===== src/rtl/reg_reset_pkg.sv =====
// Shared defaults and helpers for the reg_reset register slice.
package reg_reset_pkg;

    localparam int DEFAULT_WIDTH = 8;
    localparam logic [DEFAULT_WIDTH-1:0] DEFAULT_RESET_VALUE = 8'd0;

    // Widest vector parity_of accepts; callers zero-extend, which leaves parity unchanged.
    localparam int PARITY_MAX_WIDTH = 256;

    // Even parity (XOR reduction) of a zero-extended vector.
    function automatic logic parity_of(input logic [PARITY_MAX_WIDTH-1:0] vec);
        return ^vec;
    endfunction

endpackage


===== src/rtl/reg_reset_bit.sv =====
// Single flop cell with synchronous, active-high reset to a per-instance value.
module reg_reset_bit (
    input  logic clk,
    input  logic rst,
    input  logic rst_val,
    input  logic d,
    output logic q
);

    logic q_d;
    logic q_q;

    // Next value when not in reset is simply the data input.
    always_comb begin
        q_d = d;
    end

    // Reset is sampled only on the rising edge and wins over data.
    always_ff @(posedge clk) begin
        if (rst) begin
            q_q <= rst_val;
        end else begin
            q_q <= q_d;
        end
    end

    assign q = q_q;

endmodule


===== src/rtl/reg_reset.sv =====
// WIDTH-bit D register with synchronous active-high reset, built from reg_reset_bit cells.
// Optional registered even-parity output enabled by defining REG_RESET_PARITY_EN.
module reg_reset
    import reg_reset_pkg::*;
#(
    parameter int               WIDTH       = DEFAULT_WIDTH,
    parameter logic [WIDTH-1:0] RESET_VALUE = WIDTH'(DEFAULT_RESET_VALUE)
) (
    input  logic             clk_amisha,
    input  logic             reset_amisha,
    input  logic [WIDTH-1:0] d_amisha,
    output logic [WIDTH-1:0] q_amisha
`ifdef REG_RESET_PARITY_EN
    ,
    output logic             q_parity_amisha
`endif
);

    genvar i;
    generate
        for (i = 0; i < WIDTH; i++) begin : g_bit
            reg_reset_bit u_bit (
                .clk     (clk_amisha),
                .rst     (reset_amisha),
                .rst_val (RESET_VALUE[i]),
                .d       (d_amisha[i]),
                .q       (q_amisha[i])
            );
        end
    endgenerate

`ifdef REG_RESET_PARITY_EN
    localparam logic RESET_PARITY = parity_of(PARITY_MAX_WIDTH'(RESET_VALUE));

    logic parity_d;

    // Parity of the incoming data, registered alongside q so it always matches ^q.
    always_comb begin
        parity_d = parity_of(PARITY_MAX_WIDTH'(d_amisha));
    end

    reg_reset_bit u_parity (
        .clk     (clk_amisha),
        .rst     (reset_amisha),
        .rst_val (RESET_PARITY),
        .d       (parity_d),
        .q       (q_parity_amisha)
    );
`endif

endmodule


===== config.mk =====
export PLATFORM = sky130hd
export DESIGN_NAME = reg_reset
export DESIGN_NICKNAME = d
export VERILOG_FILES = /design/src/rtl/reg_reset_pkg.sv /design/src/rtl/reg_reset_bit.sv /design/src/rtl/reg_reset.sv
export SDC_FILE = /design/constraint.sdc
export NUM_CORES = 1
export LEC_CHECK = 0
export ABC_CLOCK_PERIOD_IN_PS = 1350
export BUFFER_PORTS_ARGS = -buffer_cell sky130_fd_sc_hd__buf_2
export CORE_AREA = 2 2 39 41
export DETAILED_ROUTE_END_ITERATION = 10
export DIE_AREA = 0 0 41 43
export PLACE_DENSITY = 0.56
export SYNTH_ARGS = -nofsm -noshare
export SYNTH_HDL_FRONTEND = slang
export SYNTH_HIERARCHICAL = 1
export SYNTH_SLANG_ARGS = --single-unit

===== constraint.sdc =====
create_clock -name clk_amisha -period 1.35 [get_ports clk_amisha]
set_input_delay 0.135 -clock clk_amisha [delete_from_list [all_inputs] [get_ports clk_amisha]]
set_output_delay 0.135 -clock clk_amisha [all_outputs]
set_load 0.01 [all_outputs]

# Yosys cells after proc, flatten, opt, wreduce, memory -nomap -nowiden
# Index checks and enable logic that the tools add are counted.
[word_totals] wordCells=8 inputBits=10 output_inout_bits=8 reg_bits=8

# Logic depth before layout (Yosys ltp)
# Gate-level depths: netlist of run 1.
[depth] depth_word=0 mapped_depth=1 depth_no_buf=1

# Cells and area by module
# The synthesis of run 1 kept the hierarchy.
[by_module_without_submodules] mod="reg_reset_bit" cells_each=2 seq_area_each_um2=20.0 area_per_inst_um2=35.0 n_inst=8
[by_module_without_submodules] mod="reg_reset" cells_each=1 seq_area_each_um2=0.0 area_per_inst_um2=3.8 n_inst=1

# Worst setup path before layout of run 1
# Ideal clock, no wire load.
[synth_timing] path_kind="input-to-reg" start="in reset_amisha" end="reg g_bit[0].u_bit.q_q" setup_slack_ns=0.831 setup_ns=0.121 t_required_ns=1.229 arrival_ns=0.398 path_stages=1 path_buffers=0 cell_sequence="mux2_4"
[synth_rtl] item="start: declaration" line="reg_reset.sv:10" source="input logic reset_amisha,"
[synth_rtl] item="end signal: assignment" line="reg_reset_bit.sv:21" source="q_q <= rst_val;"
[synth_rtl] item="end signal: assignment" line="reg_reset_bit.sv:23" source="q_q <= q_d;"
[synth_rtl] item="end: declaration" line="reg_reset_bit.sv:11" source="logic q_q;"
# No word-level cell between the ends.

# Worst setup path in the final report of run 1
[layout_timing] start="reg g_bit[5].u_bit.q_q" end="out q_amisha[5]"
[layout_rtl] item="start: declaration" line="reg_reset_bit.sv:11"
[layout_rtl] item="start signal: assignment" line="reg_reset_bit.sv:21"
[layout_rtl] item="start signal: assignment" line="reg_reset_bit.sv:23"
[layout_rtl] item="end: declaration" line="reg_reset.sv:12" source="output logic [WIDTH-1:0] q_amisha"
# No word-level cell between the ends.

==> results of run 1 <==
-- through the flow --
stage               instance area (µm²)  setup slack [ns]  std cells  hold slack (ns)   util
floorplan                           310             0.831         24            0.278      -
global placement                    415             0.536         57            0.362  0.300
detailed placement                  415             0.525         57            0.364  0.300
CTS                                 438             0.519         60            0.106  0.316
global route                        438             0.488         60            0.105  0.316
finish                              438             0.524         60            0.112  0.316
-- per-layer routing --
| layer | GRT usage | up-vias |
|---|---|---|
| met3 | 0.0314 | 0 |
| met4 | 0.0600 | 0 |
| met5 | 0 | - |
| met2 | 0.0719 | 14 |
| met1 | 0.0588 | 85 |
| li1 | - | 105 |
-- power by group through the flow --
stage	registers, mW	logic [mW]	clock network, mW
after detailed placement	0.264	0.0812	0
after CTS	0.259	0.0811	0.184
after floorplan	0.275	0.0329	0
after global routing	0.261	0.0879	0.195
after global placement	0.265	0.0804	0
final	0.260	0.0801	0.174
-- Yosys cell counts (all sizes together) --
| cell | count | area, µm² |
|---|---|---|
| conb | 1 | 3.75 |
| dfxtp | 8 | 160 |
| mux2 | 8 | 120 |
-- worst min path at each step --
stage	startpoint	to	slack (ns)	depth (start not counted)
after global routing	d_amisha[5]	g_bit[5].u_bit/q$_DFF_P_	0.11	2
after detailed placement	d_amisha[5]	g_bit[5].u_bit/q$_DFF_P_	0.36	2
final	d_amisha[5]	g_bit[5].u_bit/q$_DFF_P_	0.11	2
after global placement	d_amisha[7]	g_bit[7].u_bit/q$_DFF_P_	0.36	2
after CTS	d_amisha[5]	g_bit[5].u_bit/q$_DFF_P_	0.11	2
after floorplan	d_amisha[0]	g_bit[0].u_bit/q$_DFF_P_	0.28	1
-- layout make-up --
type                            count  area share
Clock buffer                        3      0.0514
Multi-Input combinational cell     16       0.343
Sequential cell                     8       0.366
Tap cell                           16      0.0457
Timing Repair Buffer               17       0.194
-- cells by family after synthesis --
logic type / synth area share
other: 0.0132
multiplexers: 0.423
flip-flops: 0.564
==> results.yml, run 1 <==
grt:
  track_usage: 0.0565
  antenna_found_initial: 0
  overflow: 0
  grt_pass1_vias: 166
  grt_first_pass_wirelength_um: 593
  grt_max_degree: 9
setup_path:
  path_cells: "buf_2"
  slowest_delay_ns: 0.32
  critical_path.slowest_cell: "dfxtp_1"
  worst-path-buf-inv: 1
  cp.required_ns: 1.22
  crit_start: "g_bit[5].u_bit/q$_DFF_P_"
  cp.depth: 1
  cp-end-kind: "primary output"
  criticalPathCategory: "reg2out"
  cp.arrival_ns: 0.69
  cp_top_family: "flip-flops"
  crit_fanout: 1
  worstSetupEndpoint: "q_amisha[5]"
  cp-start-kind: "flop"
floorplanning:
  die_area_mm2: 0.00176
  die_x_um: 41
  core-area_mm2: 0.00138
  start_util: 0.205
  die_h_um: 43
  io-pin-count: 18
  std_cell_rows: 14
clock_tree:
  hold_buffers: 0
  cts_resized: 0
  cts_buffer_depth: 2
  cts_tree: "built"
  cts_made_buffers: 3
  cts.sinks: 8
  clkTransAtPathRegs_ns: 0.05
  htreeDepth: 1
  clock_tree.root_cell: "clkbuf_4"
  cts_setup_buffers: 0
drt:
  firstDrtPassIters: 2
  drtIter0Drc: 2
  wl_met2_um: 203
  wire_per_inst_um: 7.40
  detail_route.vias_per_cell: 3.40
  vias: 204
  wirelength_met1_um: 192
  dr.max_layer_used: "met3"
  detail-route-antenna-nets: 0
  drc: 0
  totalWireLength_um: 444
  wl_met3_um: 48
placed_design:
  numPortBuffers: 17
  gp_congestion: 0.568
final_layout:
  final_common_cell: "buf_2"
  drive_above_1_share: 0.636
  multi_input_area_um2: 150
  largest_register_ffs: 8
  syn2layout_area_growth_pct: 54.2
  n_fill_cell: 153
  antennaDiodeCount: 0
  num-nets-final: 56
  regArea_um2: 160
  final_cell_mix: "buf_2 (17), mux2_4 (8), conb_1 (8), dfxtp_1 (8), clkbuf_4 (3)"
power_and_ir_drop:
  seqPwrFrac: 0.505
  p_leak_nw: 0.240
  p_sw_uw: 108
  power_uw: 514
  p_sw_frac: 0.210
  internal-power_uw: 406
  pwr-share-comb: 0.156
  powerDensity_mw_per_mm2: 1170
  peakVddDrop_uv: 315
  clkPwrFrac: 0.339
sta:
  period_minus_slack_ns: 0.826
  max_freq_mhz: 1210
  setup_viol: 0
  tns_ns: 0
  finalCritPeriodShare: 0.612
  hold_violations: 0
  slew_violations: 0
  rsz0062_at_grt: "no"
logic_synthesis:
  yosys_warnings: 6
  ys_types: 3
  ys_ff_latch: 8
  syn_inst: 17
  syn_area_per_cell_um2: 16.7
  ys_seq_area_frac: 0.564
  syn_area_um2: 284
job:
  maxCapViolCount: 0
worst_hold_path:
  hold_class: "in2reg"
outcome:
  status: "finished, final reports clean"
Power figures use the tool's default switching activity.
==> run 2, diff against run 1 <==
- ABC_AREA: not set -> 1
- ABC_CLOCK_PERIOD_IN_PS: 1350 -> 800
- clock period: 1.35 -> 0.8 ns (I/O delays scaled with it)
==> run 2 against run 1 <==
Effect of this change:
- clock power is 75% higher
- largest cell class unchanged
- flip-flop and latch count stayed put
- synthesized area stayed put
- non-clock buffer count stayed put
- wire length is 11% higher
- utilization stayed put
- sequential share of layout area stayed put
- critical path depth stayed put
- largest power group unchanged
- cell area stayed put
- setup slack worse by 0.47 ns
- sequential power is 68% higher
- power is 67% higher
==> results.yml, run 2 <==
power_and_ir_drop:
  powerDensity_mw_per_mm2: 1960
  p_leak_nw: 0.289
  peakVddDrop_uv: 575
placed_design:
  numPortBuffers: 17
  gp_congestion: 0.525
final_layout:
  syn2layout_area_growth_pct: 54.2
  final_cell_mix: "nand2_1 (24), buf_2 (17), inv_1 (8), conb_1 (8), dfxtp_1 (8)"
  drive_above_1_share: 0.294
  num-nets-final: 80
  n_fill_cell: 162
  antennaDiodeCount: 0
  multi_input_area_um2: 120
  largest_register_ffs: 8
  final_common_cell: "nand2_1"
  regArea_um2: 160
floorplanning:
  die_area_mm2: 0.00176
  core-area_mm2: 0.00138
  die_x_um: 41
  std_cell_rows: 14
  io-pin-count: 18
  die_h_um: 43
  start_util: 0.205
setup_path:
  criticalPathCategory: "reg2out"
  cp.required_ns: 0.72
  cp.arrival_ns: 0.67
  critical_path.slowest_cell: "dfxtp_1"
  path_cells: "buf_2"
  worst-path-buf-inv: 1
  crit_fanout: 1
  cp-start-kind: "flop"
  cp-end-kind: "primary output"
  cp_top_family: "flip-flops"
  slowest_delay_ns: 0.30
logic_synthesis:
  ys_ff_latch: 8
  ys.flop_type: "dfxtp_1"
  syn_area_per_cell_um2: 6.93
  syn_area_um2: 284
  yosysMostFrequentCell: "nand2_1"
  synth.top_cell.area_share: 0.564
  synthArstFlopShare: 0
  yosys-top-cells-area: "dfxtp_1 (56%), nand2_1 (32%), inv_1 (11%)"
  ys_types: 4
  ys_seq_area_frac: 0.564
  synth_edf_count: 0
  synth_largest_area_cell: "dfxtp_1"
  syn_inst: 41
  yosys_warnings: 6
  synth_commonest_cells: "nand2_1 (24), dfxtp_1 (8), inv_1 (8)"
clock_tree:
  cts_tree: "built"
  clock_tree.root_cell: "clkbuf_4"
  htreeDepth: 1
  cts_made_buffers: 3
  cts_buffer_depth: 2
  cts_resized: 0
  cts_setup_buffers: 0
  hold_buffers: 0
  clkTransAtPathRegs_ns: 0.06
  cts.sinks: 8
sta:
  hold_ws_ns: 0.0163
  finalCritPeriodShare: 0.934
  tns_ns: 0
  max_freq_mhz: 1340
  slew_violations: 0
  period_minus_slack_ns: 0.747
  setup_viol: 0
  hold_violations: 0
  rsz0062_at_grt: "no"
grt:
  track_usage: 0.0755
  grt_first_pass_wirelength_um: 807
  grt_pass1_vias: 221
  overflow: 0
  grt_max_degree: 17
  antenna_found_initial: 0
drt:
  firstDrtPassIters: 4
  detail-route-antenna-nets: 0
  vias: 290
  detail_route.vias_per_cell: 3.45
  drtIter0Drc: 3
  totalWireLength_um: 491
  drc: 0
  wire_per_inst_um: 5.85
job:
  maxCapViolCount: 0
worst_hold_path:
  hold_class: "in2reg"
outcome:
  status: "finished, final reports clean"
[run 2: changes by cell type in the layout (fill, tap and decap cells not counted)]
cell	before	now
nand2_1	0	24
inv_1	0	8
mux2_4	8	0
[run 2: logic make-up (layout without fill, tap and decap cells)]
kind of cell	after synthesis	in the layout	synth area share
and+or+nand+nor	24	24	0.317
other	1	8	0.0132
DFF	8	8	0.564
buffers and inverters	8	28	0.106
[run 2: metrics by stage]
stage	worst slack [ns]	cell area, µm²	cells	util	power (mW)
after floorplan	0.389	310	48	-	0.503
after global placement	0.209	415	81	0.300	0.561
after detailed placement	0.177	415	81	0.300	0.564
after CTS	0.0306	438	84	0.316	0.882
after global routing	0.000201	438	84	0.316	0.933
final	0.0532	438	84	0.316	0.859
[run 2: area by class of cell]
class,instances,share of cell area
Sequential cell,8,0.366
Inverter,8,0.0686
Timing Repair Buffer,17,0.194
Multi-Input combinational cell,32,0.274
Tap cell,16,0.0457
Clock buffer,3,0.0514
[run 2: final timing paths]
path                                       end                     start  depth (start not counted)  slack (ns)
worst max-delay path               q_amisha[6]  g_bit[6].u_bit/q$_DFF_P_                          1        0.05
worst min-delay path  g_bit[4].u_bit/q$_DFF_P_               d_amisha[4]                          3        0.02
[run 2: routing by layer]
layer / part of all wire / track usage
met1: 0.42 / 0.0744
met2: 0.47 / 0.0969
met3: 0.10 / 0.0471
met4: 0 / 0.0800
met5: 0 / 0
[run 2: power by group]
part / total (mW) / switching (mW) / internal, mW
Sequential: 0.436 / 0.00539 / 0.431
Clock: 0.305 / 0.133 / 0.171
Combinational: 0.118 / 0.0649 / 0.0529
Total: 0.859 / 0.204 / 0.655
[run 2: tightest hold or removal path, delay by kind of cell]
kind | cells | cell delay [ns]
AND/OR/NAND/NOR | 2 | 0.08
buffers and inverters | 1 | 0.07
